File: config.mk
export PLATFORM = sky130hd
export DESIGN_NAME = mem_bus_arbiter
export DESIGN_NICKNAME = d
export VERILOG_FILES = /design/src/rtl/mem_bus_arbiter.sv
export SDC_FILE = /design/constraint.sdc
export NUM_CORES = 1
export LEC_CHECK = 0
export CAP_MARGIN = 20
export CORE_MARGIN = 2
export CORE_UTILIZATION = 39
export CTS_BUF_LIST = sky130_fd_sc_hd__clkbuf_16
export DETAILED_ROUTE_END_ITERATION = 7
export HOLD_SLACK_MARGIN = 0.05
export PLACE_DENSITY = 0.89
export RECOVER_POWER = 25
export SYNTH_ARGS = -nofsm -noshare
export SYNTH_HDL_FRONTEND = slang
export SYNTH_SLANG_ARGS = --single-unit
export TNS_END_PERCENT = 50
File: constraint.sdc
create_clock -name clk -period 1.65 [get_ports clk]
set_input_delay 0.33 -clock clk [delete_from_list [all_inputs] [get_ports clk]]
set_output_delay 0.33 -clock clk [all_outputs]
set_load 0.02 [all_outputs]
File: src/rtl/mem_bus_arbiter.sv
// mem_bus_arbiter
//
// Shares one external memory bus between the instruction-fetch port (rom_*)
// and the data port (ram_*). An idle arbiter grants one port, holds the bus
// request stable until the memory answers, and returns the read word with a
// one-cycle ready pulse. A stall request is raised while either port waits.
//
// Ports
//   clk, rst            : clock (rising edge), synchronous active-low reset
//   rom_en, rom_addr    : fetch request, held until inst_ready
//   inst_data           : fetched word, valid with inst_ready
//   inst_ready          : one-cycle fetch completion pulse
//   flush               : cancels the instruction side only
//   ram_en, ram_write_en, ram_addr, ram_write_data
//                       : data request (write_en = byte enables, 0 = read)
//   ram_read_data       : load data, valid with ram_ready
//   ram_ready           : one-cycle data completion pulse
//   bus_en, bus_write_en, bus_addr, bus_write_data
//                       : registered bus request, constant during an access
//   bus_read_data, bus_ready
//                       : memory response, sampled only while bus_en=1
//   stall_req           : combinational stall request to the pipeline

`timescale 1ns/1ps

module mem_bus_arbiter #(
  parameter int ADDR_WIDTH = 32,
  parameter int DATA_WIDTH = 32,
  parameter int SEL_WIDTH  = 4
) (
  input  logic                  clk,
  input  logic                  rst,
  input  logic                  rom_en,
  input  logic [ADDR_WIDTH-1:0] rom_addr,
  output logic [DATA_WIDTH-1:0] inst_data,
  output logic                  inst_ready,
  input  logic                  flush,
  input  logic                  ram_en,
  input  logic [SEL_WIDTH-1:0]  ram_write_en,
  input  logic [ADDR_WIDTH-1:0] ram_addr,
  input  logic [DATA_WIDTH-1:0] ram_write_data,
  output logic [DATA_WIDTH-1:0] ram_read_data,
  output logic                  ram_ready,
  output logic                  bus_en,
  output logic [SEL_WIDTH-1:0]  bus_write_en,
  output logic [ADDR_WIDTH-1:0] bus_addr,
  output logic [DATA_WIDTH-1:0] bus_write_data,
  input  logic [DATA_WIDTH-1:0] bus_read_data,
  input  logic                  bus_ready,
  output logic                  stall_req
);

  typedef enum logic [1:0] {
    S_IDLE  = 2'd0,
    S_IBUSY = 2'd1,
    S_DBUSY = 2'd2,
    S_RESP  = 2'd3
  } state_t;

  state_t                r_state;
  state_t                w_next;

  logic                  r_last_grant;   // 0 = inst, 1 = data
  logic                  r_discard;      // current fetch was flushed
  logic                  r_resp_port;    // port being answered in RESP

  logic                  r_bus_en;
  logic [SEL_WIDTH-1:0]  r_bus_write_en;
  logic [ADDR_WIDTH-1:0] r_bus_addr;
  logic [DATA_WIDTH-1:0] r_bus_write_data;
  logic [DATA_WIDTH-1:0] r_inst_data;
  logic [DATA_WIDTH-1:0] r_ram_read_data;
  logic                  r_inst_ready;
  logic                  r_ram_ready;

  logic                  w_inst_ok;
  logic                  w_drop;
  logic                  w_grant_d;
  logic                  w_grant_i;

  // A flush in IDLE blocks the fetch grant for that cycle only.
  assign w_inst_ok = rom_en & ~flush;
  // A flush arriving together with bus_ready still drops the fetch.
  assign w_drop    = r_discard | flush;

  // ---------------------------------------------------------------------
  // Next-state and grant decision
  // ---------------------------------------------------------------------
  always_comb begin
    w_next    = r_state;
    w_grant_d = 1'b0;
    w_grant_i = 1'b0;
    case (r_state)
      S_IDLE: begin
        // Data wins a tie unless it won the previous grant, which makes
        // continuous requests from both ports alternate.
        if (ram_en && (!w_inst_ok || !r_last_grant)) begin
          w_grant_d = 1'b1;
          w_next    = S_DBUSY;
        end else if (w_inst_ok) begin
          w_grant_i = 1'b1;
          w_next    = S_IBUSY;
        end
      end
      S_IBUSY: begin
        if (bus_ready) begin
          w_next = w_drop ? S_IDLE : S_RESP;
        end
      end
      S_DBUSY: begin
        if (bus_ready) begin
          w_next = S_RESP;
        end
      end
      default: w_next = S_IDLE;
    endcase
  end

  // ---------------------------------------------------------------------
  // State, bus request and response registers
  // ---------------------------------------------------------------------
  always_ff @(posedge clk) begin
    if (!rst) begin
      r_state          <= S_IDLE;
      r_last_grant     <= 1'b0;
      r_discard        <= 1'b0;
      r_resp_port      <= 1'b0;
      r_bus_en         <= 1'b0;
      r_bus_write_en   <= '0;
      r_bus_addr       <= '0;
      r_bus_write_data <= '0;
      r_inst_data      <= '0;
      r_ram_read_data  <= '0;
      r_inst_ready     <= 1'b0;
      r_ram_ready      <= 1'b0;
    end else begin
      r_state      <= w_next;
      // Ready flags live only for the single RESP cycle.
      r_inst_ready <= 1'b0;
      r_ram_ready  <= 1'b0;
      case (r_state)
        S_IDLE: begin
          if (w_grant_d) begin
            r_bus_en         <= 1'b1;
            r_bus_write_en   <= ram_write_en;
            r_bus_addr       <= ram_addr;
            r_bus_write_data <= ram_write_data;
            r_last_grant     <= 1'b1;
            r_resp_port      <= 1'b1;
          end else if (w_grant_i) begin
            r_bus_en         <= 1'b1;
            r_bus_write_en   <= '0;
            r_bus_addr       <= rom_addr;
            r_bus_write_data <= '0;
            r_last_grant     <= 1'b0;
            r_resp_port      <= 1'b0;
          end
        end
        S_IBUSY: begin
          if (flush) begin
            r_discard <= 1'b1;
          end
          if (bus_ready) begin
            r_bus_en     <= 1'b0;
            r_inst_data  <= bus_read_data;
            r_inst_ready <= ~w_drop;
            r_discard    <= 1'b0;
          end
        end
        S_DBUSY: begin
          if (bus_ready) begin
            r_bus_en        <= 1'b0;
            r_ram_read_data <= bus_read_data;
            r_ram_ready     <= 1'b1;
          end
        end
        default: ;
      endcase
    end
  end

  assign bus_en         = r_bus_en;
  assign bus_write_en   = r_bus_write_en;
  assign bus_addr       = r_bus_addr;
  assign bus_write_data = r_bus_write_data;
  assign inst_data      = r_inst_data;
  assign ram_read_data  = r_ram_read_data;
  assign ram_ready      = r_ram_ready;

  // A flush during the fetch response cycle suppresses the pulse.
  assign inst_ready = r_inst_ready &
                      ~(flush & (r_state == S_RESP) & ~r_resp_port);

  assign stall_req  = (rom_en & ~inst_ready) | (ram_en & ~ram_ready);

endmodule

Word-level counts from Yosys, hierarchy flattened --
Cells that the tools add are included. W data, S select, Z words.
Storage, ports and cells: bits in registers 139, bits in latches 0, memory bits (writable) 0, ROM bits 0, input bits 138, output and inout port bits 136, word-level logic and storage cells 76, memories kept 0
Cells by class: add/sub/neg operators 0, $mul 0, divide/modulo/power cells 0, $lt $le $gt $ge 0, equal/unequal tests 8, shift operators 0, multiplexer cells 26, bitwise logic cells 14, reduce and logical (&&, ||, !) cells 17
Operators by type and width (number):
- $mux W32 | 4
- $mux W1 | 13
- $mux W2 | 5
- $reduce_and A2 Y1 | 5
- $reduce_and A3 Y1 | 3
- $mux W4 | 2
- $and A1 B1 Y1 | 6
- $ne A3 B3 Y1 const B | 2
- $not A1 Y1 | 6
- $pmux W2 S3 | 1
- $reduce_bool A2 Y1 | 3
- $eq A2 B2 Y1 const B | 2
- $ne A2 B2 Y1 const B | 2
- $eq A2 B1 Y1 const B | 1
- $logic_not A1 Y1 | 2
- $logic_not A2 Y1 | 1
- $ne A2 B1 Y1 const B | 1
- $or A1 B1 Y1 | 2
- $pmux W1 S2 | 1
- $reduce_or A2 Y1 | 1
- $logic_and A1 B1 Y1 | 1
- $logic_or A1 B1 Y1 | 1

Depth between registers and ports, before layout --
depth in word-level cells 10, depth in mapped cells 7, depth with buffers taken out 6

Worst setup path before layout --
Ideal clock, no wire load.
path kind reg2out, from register r_state[0], to output stall_req, arrival time 1.195 ns, required time 1.320 ns, setup slack 0.125 ns, stages on the path, launching flop included 5, path buffers 0, cell sequence dfxtp_1 > ha_1 > nand2_1 > o21a_1 > o22ai_1
Between the ends: longest elaborated chain between the ends 8
RTL lines:
- start: declaration | RTL line 60 | state_t r_state;
- start signal: assignment | RTL line 137 | r_state <= w_next;
- $eq A2 B2 Y1 | RTL line 192 | ~(flush & (r_state == S_RESP) & ~r_resp_port);
- $and A1 B1 Y1 (2 in a row) | RTL line 192
- $not A1 Y1 | RTL line 192
- $and A1 B1 Y1 | RTL line 191 | assign inst_ready = r_inst_ready &
- via inst_ready | RTL line 36 | output logic inst_ready,
- $not A1 Y1 | RTL line 194 | assign stall_req = (rom_en & ~inst_ready) | (ram_en & ~ram_ready);
- $and A1 B1 Y1 | RTL line 194
- $or A1 B1 Y1 | RTL line 194
- end: declaration | RTL line 50 | output logic stall_req
The timed path passes the listed nets, and every way through them passes these cells.

Final worst setup path --
from register r_state[0], to output stall_req
Between the ends: longest elaborated chain between the ends 8
RTL lines (RTL line):
- $eq A2 B2 Y1 | 192
- $and A1 B1 Y1 (2 in a row) | 192
- $not A1 Y1 | 192
- $and A1 B1 Y1 | 191
- $not A1 Y1 | 194
- $and A1 B1 Y1 | 194
- $or A1 B1 Y1 | 194
No other way between the ends.

==> results.md <==
- Initial detailed-routing violation count: 362
- Total power per unit cell area: 1360 nW/um^2
- Ports: 274
- Mean routed wirelength per cell: 18.0 um
- Final Max Slew Viols: 0
- Failing checks: setup timing
- Net count after synthesis: 669
- Final-layout fill cell count: 1009
- Die W: 118 um
- Floorplan core area: 12700 um^2
- Worst endpoint required time: 1.32 ns
- Final critical-path required period: 1.74 ns
- First-pass GRT wire length: 26200 um
- Cell count after synthesis: 526
- Number of DRC violations after detailed routing: 0
- Cell area after synthesis: 5090 um^2
- Synth top area cells: dfxtp_1 55%, a22o_1 5.5%, a22oi_1 5.3%
- Yosys reg bits: 139
- Number of violations of the max-capacitance limit: 0
- Final Hold Fails: 0
- Headroom to the max-slew limit: 64.7%
- DRT Wirelength: 17800 um
- Count of warnings emitted by yosys: 0
- Total clock sinks: 139
- Share of layout cells above drive strength 1: 8.96%
- Average size of a mapped cell: 9.67 um^2
- Clock buffer count from CTS: 17
- Slew of the pin with the lowest slew margin: 0.530 ns
- Routed via count: 5132
- Final Instance Area: 8590 um^2
- Port Buffers: 273
- Slowest stage cell on the critical path: dfxtp_2
- Fin Setup TNS: -0.120 ns
- Net count reported at finish: 945
- Largest stage delay, worst path: 0.35 ns
- Std-Cell Rows: 41
- Largest delay contributor family on the critical path: flip-flops
- Netlist cell types: 30
- Initial antenna violation count: 1
- Class of the tightest hold or removal check: primary input to flop
- Hpwl dp: 11800 um
- Cell total after placement: 950
- Maximum fanout count along the critical path: 2
- Critical path cell sequence: ha_4, nand2_1, o21a_1, o22ai_1, buf_4
- Combined buffer and inverter count along the critical path: 1
- Final standard cell utilization of the core: 67.8%
- Kind of critical path: flop to primary output
- Remaining global-route overflow: 0
- Register area share after synthesis: 54.7%
- Post-route non-filler standard cell count: 988
- Worst setup skew after layout: 0.00765 ns
- Routed vias/inst: 5.19
- Clock-pin slew of the registers on the worst-case setup and hold paths: 0.06 ns
- TritonCTS clock tree: done
- Clock latency at the later pin of the worst-skew pair: 0.41 ns
- Area of combinational cells with multiple inputs: 2120 um^2
- Final worst slack: -0.0926 ns
- Data arrival time of the critical path: 1.41 ns
- Cell taking the most area after synthesis: dfxtp_1
- Area delta synth->final: 69.0%
- Floorplan die height: 118 um
- Postcts setup bufs: 0
- Crit. End Element: primary output
- Worst r2r src: r_state[0]
- Commonest cells after routing, fill and taps aside: 137 x dfxtp_1, 136 x clkdlybuf4s50_1, 134 x dlygate4sd2_1, 70 x nand2_1, 40 x nor2b_1
- CTS H-tree lvls: 4
- Global-route total usage across every layer: 23.5%
- Sort of element at the start of the critical path: flop
- Setup repair after global routing missed its margin: true
- Largest net degree at the start of global routing: 56
- Most common library cell in the layout ignoring fill and taps: dfxtp_1
- Count of nets left with antenna violations after detail routing: 0
- VDD IR max: 913 uV
- Number of detailed-routing iterations run before antenna repair: 5
- Highest attainable clock frequency: 574 MHz
- Critical path launch point: r_state[0]
- Worst Min Path Start: rst
- Standard cell area after detailed placement: 8110 um^2
- Hold slack: 0.273 ns
- Sequential cell area: 2790 um^2
- Outcome: complete, but fails checks
- Setup violations, final: 3
- Lkg Pwr: 3.76 nW
- Vias in the first global route: 5022
- Weighted congestion reported at the end of routability-driven placement: 0.800
- Clock root buffer: clkbuf_16
- Share of the clock period used by the worst path after layout: 106%
- Initial Utilization: 40.1%
- Clock tree buffer depth: 2
- Overall die area: 14000 um^2
- Post-synth top area share: 54.7%
[cell usage after synthesis]
cell type / instances
a22o_1: 32
clkbuf_1: 23
nand2b_1: 1
o21a_1: 1
ha_1: 5
nand2_1: 70
buf_1: 3
nor2_1: 2
a211oi_2: 1
nand3b_1: 2
a21boi_2: 1
buf_2: 13
a32o_1: 1
a22oi_1: 36
a221oi_1: 1
o211ai_1: 1
a2bb2oi_1: 1
o21ai_0: 32
a21boi_0: 32
and2_1: 2
o21ai_2: 1
nor2b_1: 41
inv_1: 4
buf_6: 1
nand3_1: 32
o22ai_1: 35
buf_4: 7
a21oi_1: 3
dfxtp_1: 139
and3_1: 3
[area by class of cell]
class / instances / share of cell area, %
clock buffer: 17 / 4.95
timing repair buffer: 303 / 34.3
inverter: 4 / 0.175
clock inverter: 15 / 1.03
multi-input combinational: 337 / 24.6
sequential: 139 / 32.4
tap: 172 / 2.50
antenna: 1 / 0.0291
[routing by layer]
layer	global-route usage (%)	routed length (um)	vias to the layer above
met5	0	0	-
met2	40.5	8830	218
li1	-	-	2440
met4	8.06	390	0
met3	10.8	1700	27
met1	25.5	6860	2447
[power breakdown]
part           total (mW)  internal [mW]  switching [mW]
Clock                3.31           1.88            1.42
Sequential           4.18           3.91           0.269
Combinational        4.19           1.86            2.33
Total                11.7           7.66            4.03
[what timing repair did]
action                     in CTS  in global routing
setup endpoints to repair     140                 94
pin swaps                       1                  3
resized for setup             150                 19
hold buffers                    0                  0
cloned                          0                  5
[worst paths after layout]
kind	endpoint	slack (ns)	cells after the start
setup / recovery	stall_req	-0.09	5
hold / removal	bus_write_en[3]	0.27	2
setup reg to reg	ram_read_data[24]	-0.02	7
hold reg to reg	bus_addr[11]	0.46	2
[stage by stage]
step | setup WS [ns] | power (mW)
6_report | -0.0926 | 11.7
5_1_grt | -0.128 | 12.2
4_1_cts | -0.107 | 11.5
3_5_place_dp | -0.446 | 8.46
3_3_place_gp | -0.446 | 8.34
2_1_floorplan | 0.125 | 6.41
[state kept, by name (all words and copies together), names as in the netlist]
name / count
ram_ready: 1
bus_write_data: 32
bus_write_en: 4
r_state: 2
bus_en: 1
inst_data: 32
r_inst_ready: 1
r_resp_port: 1
bus_addr: 32
r_discard: 1
ram_read_data: 32
[cells by family (layout without fill, tap and decap cells)]
logic type	Yosys count	after routing	share of synthesized area (%)
AND/OR/NAND/NOR	153	154	14.5
AO/OA/AOI/OAI	178	178	24.8
flip-flops	139	139	54.7
buffers and inverters	51	339	4.75
adder cells (fa/ha/maj)	5	5	1.23
other	0	1	0
Note: power is estimated with default switching activity, not from simulation.
